===== src/rtl/aes_axis_out_serializer.sv =====
// AES output stage: buffers 128-bit result blocks in a small FIFO and serializes
// each block into four 32-bit AXI-Stream beats, most significant word first.
module aes_axis_out_serializer #(
    parameter int C_M_AXIS_TDATA_WIDTH = 32,
    parameter int BLOCK_WIDTH          = 128,
    parameter int FIFO_DEPTH           = 4
) (
    input  logic                                m00_axis_aclk,
    input  logic                                m00_axis_areset,
    input  logic                                in_valid,
    output logic                                in_ready,
    input  logic [BLOCK_WIDTH-1:0]              in_block,
    input  logic                                in_last,
    output logic                                m00_axis_tvalid,
    input  logic                                m00_axis_tready,
    output logic [C_M_AXIS_TDATA_WIDTH-1:0]     m00_axis_tdata,
    output logic [(C_M_AXIS_TDATA_WIDTH/8)-1:0] m00_axis_tstrb,
    output logic                                m00_axis_tlast,
    output logic [15:0]                         blocks_sent
);

    localparam int AW = $clog2(FIFO_DEPTH);
    localparam logic [AW:0] FULL_CNT = (AW+1)'(FIFO_DEPTH);
    localparam int DW = C_M_AXIS_TDATA_WIDTH;

    localparam logic [0:0] ST_IDLE = 1'b0;
    localparam logic [0:0] ST_SEND = 1'b1;

    logic [BLOCK_WIDTH:0] mem [FIFO_DEPTH];
    logic [AW:0]          wr_ptr;
    logic [AW:0]          rd_ptr;
    logic [AW:0]          count;
    logic [1:0]           word_idx;
    logic [0:0]           state;
    logic [0:0]           state_nxt;
    logic                 full;
    logic                 empty;
    logic                 push;
    logic                 pop;
    logic                 beat_fire;
    logic [BLOCK_WIDTH:0] head;
    logic [DW-1:0]        word;

    assign full      = (count == FULL_CNT);
    assign empty     = (count == '0);
    // No push-through at full: a same-cycle pop does not open in_ready.
    assign in_ready  = !full && !m00_axis_areset;
    assign push      = in_valid && in_ready;
    assign beat_fire = m00_axis_tvalid && m00_axis_tready;
    assign pop       = beat_fire && (word_idx == 2'd3);
    assign head      = mem[rd_ptr[AW-1:0]];

    always_comb begin
        word = '0;
        case (word_idx)
            2'd0:    word = head[BLOCK_WIDTH-1 -: DW];
            2'd1:    word = head[BLOCK_WIDTH-1-DW -: DW];
            2'd2:    word = head[BLOCK_WIDTH-1-2*DW -: DW];
            default: word = head[BLOCK_WIDTH-1-3*DW -: DW];
        endcase
    end

    // Outputs are gated with tvalid so unwritten storage never leaks onto the bus.
    assign m00_axis_tvalid = !empty;
    assign m00_axis_tdata  = m00_axis_tvalid ? word : '0;
    assign m00_axis_tlast  = m00_axis_tvalid && head[BLOCK_WIDTH] && (word_idx == 2'd3);
    assign m00_axis_tstrb  = '1;

    always_ff @(posedge m00_axis_aclk) begin
        if (push) begin
            mem[wr_ptr[AW-1:0]] <= {in_last, in_block};
        end
    end

    always_ff @(posedge m00_axis_aclk) begin
        if (m00_axis_areset) begin
            wr_ptr      <= '0;
            rd_ptr      <= '0;
            count       <= '0;
            word_idx    <= '0;
            blocks_sent <= '0;
        end else begin
            if (push) begin
                wr_ptr <= wr_ptr + 1'b1;
            end
            if (beat_fire) begin
                word_idx <= word_idx + 2'd1;
            end
            if (pop) begin
                rd_ptr      <= rd_ptr + 1'b1;
                blocks_sent <= blocks_sent + 16'd1;
            end
            case ({push, pop})
                2'b10:   count <= count + 1'b1;
                2'b01:   count <= count - 1'b1;
                default: count <= count;
            endcase
        end
    end

    always_comb begin
        state_nxt = state;
        case (state)
            ST_IDLE: if (!empty) state_nxt = ST_SEND;
            default: if (pop && !push && (count == (AW+1)'(1))) state_nxt = ST_IDLE;
        endcase
    end

    always_ff @(posedge m00_axis_aclk) begin
        if (m00_axis_areset) begin
            state <= ST_IDLE;
        end else begin
            state <= state_nxt;
        end
    end

endmodule


===== config.mk =====
export PLATFORM = sky130hd
export DESIGN_NAME = aes_axis_out_serializer
export DESIGN_NICKNAME = d
export VERILOG_FILES = /design/src/rtl/aes_axis_out_serializer.sv
export SDC_FILE = /design/constraint.sdc
export NUM_CORES = 1
export LEC_CHECK = 0
export CAP_MARGIN = 15
export CORE_MARGIN = 2
export CORE_UTILIZATION = 45
export CTS_BUF_LIST = sky130_fd_sc_hd__clkbuf_4 sky130_fd_sc_hd__clkbuf_8
export DETAILED_ROUTE_END_ITERATION = 10
export HOLD_SLACK_MARGIN = 0.15
export MAX_ROUTING_LAYER = met4
export PLACE_DENSITY_LB_ADDON = 0.15
export SLEW_MARGIN = 20
export SYNTH_ARGS = -nofsm -noshare
export SYNTH_HDL_FRONTEND = slang
export SYNTH_SLANG_ARGS = --single-unit

===== constraint.sdc =====
create_clock -name m00_axis_aclk -period 6.66 [get_ports m00_axis_aclk]
set_input_delay 1.332 -clock m00_axis_aclk [delete_from_list [all_inputs] [get_ports m00_axis_aclk]]
set_output_delay 1.332 -clock m00_axis_aclk [all_outputs]
set_load 0.02 [all_outputs]

==> impl_results.md, run 1 <==
* Status: completed
* Mapped Cells at around 1.1k
* Initial antenna violation count at 5
* Num rows at slightly below 80
* Crit path time final at 5.252 ns
* Vias at 11.02k
* Worst-path clk slew at about 0.06 ns
* CTS tree: built
* Pre-antenna DRT Iters at 7
* Maximum number of pins on one net before global-route repair at 90
* #FFs+latches synth at about 540
* FFs w/ async S/R, synth at 0%
* CP Capture Type: output port
* Num CTS Buffers at a little under 90
* Count of final max-slew check failures at 0
* Post CTS Setup Buffer Count at 0
* WL met1 at 20.01 mm
* Number of remaining DRC errors at 0
* Gates resized, CTS repair at 0
* Final hold violation count at 0
* Die Y at around 220 um
* Crit path launch type: flop
* Post-layout instance area at between 20,000 and 30,000 um^2
* WL met2 at ~23 mm
* Global-route wire length before repair at around 70 mm
* Routed wl met3 at ~2.8 mm
* Die Wd at roughly 220 um
* Sequential share of the synthesized area at 77.03%
* Sink Count at approximately 540
* Post-synth EDFFs at 516
* I/O pin total at ~190
* Internal Power at roughly 0.0055 W
* Leading cell types by count after synthesis: edfxtp_1, mux2i_1, mux4_2
* Register share of total power at approximately 55%
* Comb pwr share at under 10%
* CP endpoint: m00_axis_tdata[12]
* VDD IR max at 147.7 uV
* Htree depth at 3
* Routed wire length at ~47 mm
* Worst setup margin at about 1.4 ns
* Root Buffer Master: clkbuf_8
* Worst slew pin tran at roughly 1.1 ns
* CORE AREA at between 40,000 and 50,000 um^2
* Clock latency on the worst-skew pair at around 0.66 ns
* Final Cycle Share at ~79%
* GRT Overall Usage at between 20 and 25%
* Placement Cell Area at 23,400 um^2
* Most frequent CP cell: buf_4
* Mapped Area at 20,820 um^2
* F_max at between 150 and 200 MHz
* Critical path origin: word_idx[1]
* Worst hold slack at 0.5022 ns
* Final setup fails at 0
* Setup Total Neg Slack at 0 ns
* Nets@finish at 1,464
* Pre-CTS setup slack at slightly above 2 ns
* Bufs on Longest Clock Path at 3
* Critical path cell sequence: ha_2 > buf_4 > clkinv_1 > buf_4 > o21ai_0 > a31oi_1 > clkdlybuf4s50_1
* Vias/cell at 5.548
* Worst Path Required at around 5.3 ns
* Fraction of layout cells with a size suffix above 1 at about a fifth
* Synth top area cells: edfxtp_1, mux4_2, mux2i_1, dfxtp_1, mux2_2
* Dominant synthesized flop cell: edfxtp_1
* Fin cells at approximately 2.0k
* Count leader, synth: edfxtp_1
* Crit path DAT at a little under 4 ns
* Hpwl dp at ~27 mm
* Slowest CP cell: clkinv_1
* Worst Clk Skew at 0.02174 ns
* Uppermost layer routed: met4
* Slew headroom at approximately a quarter
* Crit path largest cell delay at 0.77 ns
* Layout area overhead at 20.47%
* Sw frac at between 20% and 30%
* Clk network pwr share at about two fifths
* RSZ-0062 raised after global routing: no
* Number of port buffers at roughly 180
* Reg-to-reg startpoint: count[0]
* Syn Area/Cell at 19.10 um^2
* Placed cell count at roughly 1.8k
* MaxCap Viol Count at 0
* Reg2reg setup slack at 3.52 ns
* Pwr dens at between 200 and 300 nW/um^2
* R2R cell count at 4
* Routability cong. at about 0.74
* Vias in the first global route at roughly 12k
* Yosys cell types at 43
* Worst Path Class, Setup: flop to output port
* Ys Warns at 0
* First DRT Iteration DRCs at 800
* Synth area leader: edfxtp_1
* LEAKAGE at between 7 and 8 nW
* Hold crit path type: flop to flop
* Initial Util at about 46%
* Congestion Overflow GR at 0
* Detail Route Antenna Nets at 0
* Die ar. at between 40,000 and 50,000 um^2
* Critical path fanouts, max at 32
* Post-CTS Hold Fix Bufs at 0
* WL/cell at between 20 and 25 um
* Area share of the leading cell type in the synthesized netlist at roughly three quarters
* Reg2reg end: mem[1][84]
* Switching Power at around 0.0015 W
how the worst min path moves through the flow:
stage / slack [ns] / cells after the start / start / endpoint
final: 0.50 / 2 / blocks_sent[14] / blocks_sent[14]
after global routing: 0.53 / 2 / blocks_sent[14] / blocks_sent[14]
after CTS: 0.51 / 2 / blocks_sent[14] / blocks_sent[14]
after detailed placement: 0.50 / 2 / blocks_sent[14] / blocks_sent[14]
after global placement: 0.47 / 2 / blocks_sent[15] / blocks_sent[15]
after floorplan: 0.48 / 2 / word_idx[1] / word_idx[1]
layer usage:
layer / track usage, % / vias up
li1: - / 4935
met1: 26.26 / 5712
met2: 32.49 / 290
met3: 5.225 / 81
met4: 5.856 / 0
met5: - / -
power groups by stage:
stage               Combinational (W)  Sequential [W]  Clock (W)
global placement             0.000379         0.00392          0
global route                 0.000409         0.00385    0.00297
finish                       0.000380         0.00385    0.00276
CTS                          0.000384         0.00385    0.00284
detailed placement           0.000382         0.00392          0
floorplan                    0.000157         0.00393          0
critical path: cells and delay by family (launching register included):
family	cells	cell delay (ns)
fa+ha+maj	1	0.20
buf+inv	4	2.27
flops	1	0.41
compound gates	2	0.37
flip-flops by register name, summed over array words and instances, names as in the netlist, named ones only:
signal / cells
word_idx: 2
wr_ptr: 2
mem: 516
count: 3
rd_ptr: 2
blocks_sent: 16
kinds of logic (layout without fill, tap and decap cells):
kind of cell,Yosys count,count (layout),share of synthesized area (%)
fa+ha+maj,12,12,0.7573
xor+xnor,15,15,0.6311
mux,163,163,11.94
flops,543,543,77.03
compound gates,180,180,5.806
buf+inv,79,367,1.593
simple gates,97,97,2.224
other cells,1,9,0.01801
through the flow:
stage / utilization [%] / total power (W)
after detailed placement: 51.45 / 0.004302
after CTS: 55.11 / 0.007073
after floorplan: - / 0.004085
final: 55.14 / 0.006986
after global routing: 55.14 / 0.007236
after global placement: 51.45 / 0.004296
layout make-up:
type / count / area, um^2
clock inverter: 26 / 172.7
timing repair buffer: 204 / 2064
inverter: 12 / 45.04
fill: 3653 / 20400
tap: 600 / 750.7
sequential: 543 / 16040
clock buffer: 125 / 1495
antenna: 5 / 12.51
multi-input combinational: 471 / 4494
cells in the final DEF (no fill, tap or decap), types with 5 or more instances in the layout:
master           instances
clkdlybuf4s50_1        183
a21oi_1                 11
nand3_1                  6
diode_2                  5
edfxtp_1               516
clkbuf_8                89
or3_1                    7
mux4_2                  65
clkinv_1                15
buf_12                   6
xor2_1                   5
mux2_2                  32
buf_4                   15
clkbuf_4                36
inv_1                   11
a31oi_1                 31
o21ai_0                 38
xnor2_1                 10
nand2_1                 38
ha_1                     8
a32oi_1                 31
nor2_1                  19
a211oi_1                32
mux2i_1                 66
clkinv_2                 6
o22ai_1                 30
dfxtp_1                 25
No activity file was read; power rests on OpenSTA's default activity.
==> run 2, diff against run 1 <==
Clock period 6.66 ns to 5.3 ns, I/O delays scaled along.
==> run 2 against run 1 <==
Compared with the run above:
- combinational power is 31% higher
- cell count is 0.60% higher
- wire length is 3.4% higher
- sequential cell count stayed put
- largest cell class unchanged
- clock-buffer cell count is 1 higher
- critical path type unchanged
- largest power group unchanged
- utilization is 0.35 points higher
- non-clock buffer count is 10 higher
- global-route usage is 0.45 points higher
- first-iteration DRC count is 35% higher
- sequential share of layout area is 0.41 points lower
==> impl_results.md, run 2 (synthesis gave the netlist of run 1 again) <==
* Status: completed
* Max reg flops at roughly 520
* Htree depth at 3
* Post-CTS Hold Fix Bufs at 0
* WL met1 at approximately 21 mm
* Count of final max-slew check failures at 0
* Worst Path Required at roughly 4.2 ns
* Uppermost layer routed: met4
* Slew headroom at roughly 31%
* Number of port buffers at 183
* Commonest non-fill, non-tap cell in the layout: edfxtp_1
* Pre-antenna DRT Iters at 5
* Placement Cell Area at 23,570 um^2
* Final hold violation count at 0
* Worst-path clk slew at 0.05 ns
* Post-layout instance area at approximately 25,000 um^2
* WL/cell at roughly 24 um
* Worst hold slack at 0.4934 ns
* Root Buffer Master: clkbuf_8
* Routed wl met3 at roughly 2.9 mm
* Most frequent cells in the layout: edfxtp_1, clkdlybuf4s50_1, clkbuf_8
* Nets@finish at between 1k and 1.5k
* I/O pin total at about 190
* Fraction of layout cells with a size suffix above 1 at between 20% and 30%
* Global-route wire length before repair at between 70 and 80 mm
* LEAKAGE at slightly below 8 nW
* Detail Route Antenna Nets at 0
* Routed wire length at approximately 48 mm
* Clock latency on the worst-skew pair at ~0.64 ns
* Num CTS Buffers at ~90
* Pwr dens at 347.3 nW/um^2
* Die Wd at 219.1 um
* RSZ-0062 raised after global routing: no
* F_max at about 210 MHz
* Initial Util at between 40% and 50%
* Worst slew pin tran at roughly 1.0 ns
* Num rows at between 70 and 80
* Crit path DAT at around 3.6 ns
* Bufs on Longest Clock Path at 3
* Final Cycle Share at 88.34%
* Crit path time final at between 4 and 5 ns
* Overall power at slightly below 0.009 W
* CORE AREA at 45,480 um^2
* Hpwl dp at roughly 28 mm
* First DRT Iteration DRCs at roughly 1.1k
* MaxCap Viol Count at 0
* Die Y at roughly 220 um
* Maximum number of pins on one net before global-route repair at 70
* Critical path fanouts, max at 39
* WL met2 at 23.37 mm
* CTS tree: built
* Routability cong. at around 0.77
* Setup Total Neg Slack at 0 ns
* Die ar. at around 48,000 um^2
* Post CTS Setup Buffer Count at 0
* Crit path launch type: flop
* Gates resized, CTS repair at 0
* Sink Count at 543
* Initial antenna violation count at 5
* Layout area overhead at 21.25%
* Hold crit path type: flop to flop
* Worst Clk Skew at 0.03129 ns
* Vias in the first global route at 11.68k
* Fillcell total at between 3k and 4k
* CP Capture Type: output port
* Vias/cell at 5.625
* VDD IR max at approximately 220 uV
* Vias at between 10k and 15k
* Final setup fails at 0
* Worst Path Class, Setup: flop to output port
* Number of remaining DRC errors at 0
* GRT Overall Usage at a little over a fifth
* Congestion Overflow GR at 0
[run 2: cell count changes in the layout (fill, tap and decap cells not counted), sizes merged]
cell and change:
buf +10, bufinv -1, clkbuf +1, clkinv +3, clkinvlp -2, inv +1
[run 2: power breakdown]
part / total [W] / internal [W] / leakage (nW) / switching, W
Combinational: 0.000497 / 0.000211 / 1.95 / 0.000286
Sequential: 0.00484 / 0.00481 / 4.91 / 0.0000241
Clock: 0.00343 / 0.00187 / 0.877 / 0.00156
[run 2: metal layers]
metal / vias up / track usage, %
met5: - / -
met4: 0 / 5.450
met3: 73 / 4.685
met2: 368 / 32.82
met1: 5831 / 27.84
li1: 4966 / -
[run 2: final cells by class]
type | count | area, um^2 | share of cell area, %
inverters | 12 | 45.04 | 0.1785
multi-input cells | 471 | 4494 | 17.81
diodes | 5 | 12.51 | 0.04957
well taps | 600 | 750.7 | 2.974
clock inverters | 27 | 145.1 | 0.5751
flip-flops and latches | 543 | 16040 | 63.56
clock buffers | 126 | 1509 | 5.979
repair buffers | 214 | 2240 | 8.874
[run 2: through the flow]
| step | utilization [%] | setup WS [ns] | std cells |
|---|---|---|---|
| after floorplan | - | 0.1148 | 1093 |
| after global placement | 51.83 | 1.233 | 1840 |
| after detailed placement | 51.83 | 1.221 | 1840 |
| after CTS | 55.47 | 0.5084 | 1993 |
| after global routing | 55.50 | 0.4252 | 1998 |
| final | 55.50 | 0.6181 | 1998 |
[run 2: path summary, 6_finish.rpt]
kind	startpoint	to	slack [ns]	depth (start not counted)
max	flop	m00_axis_tdata[2]	0.62	4
min	blocks_sent[15]	blocks_sent[15]	0.49	2
max reg2reg	count[0]	count[2]	2.73	7
min reg2reg	blocks_sent[15]	blocks_sent[15]	0.49	2
[run 2: critical path, stage by stage (launching register included)]
cell and delay (ns):
dfxtp_4 0.82, and2_2 0.91, a32oi_1 0.31, a31oi_1 0.27
clkdlybuf4s50_1 0.64
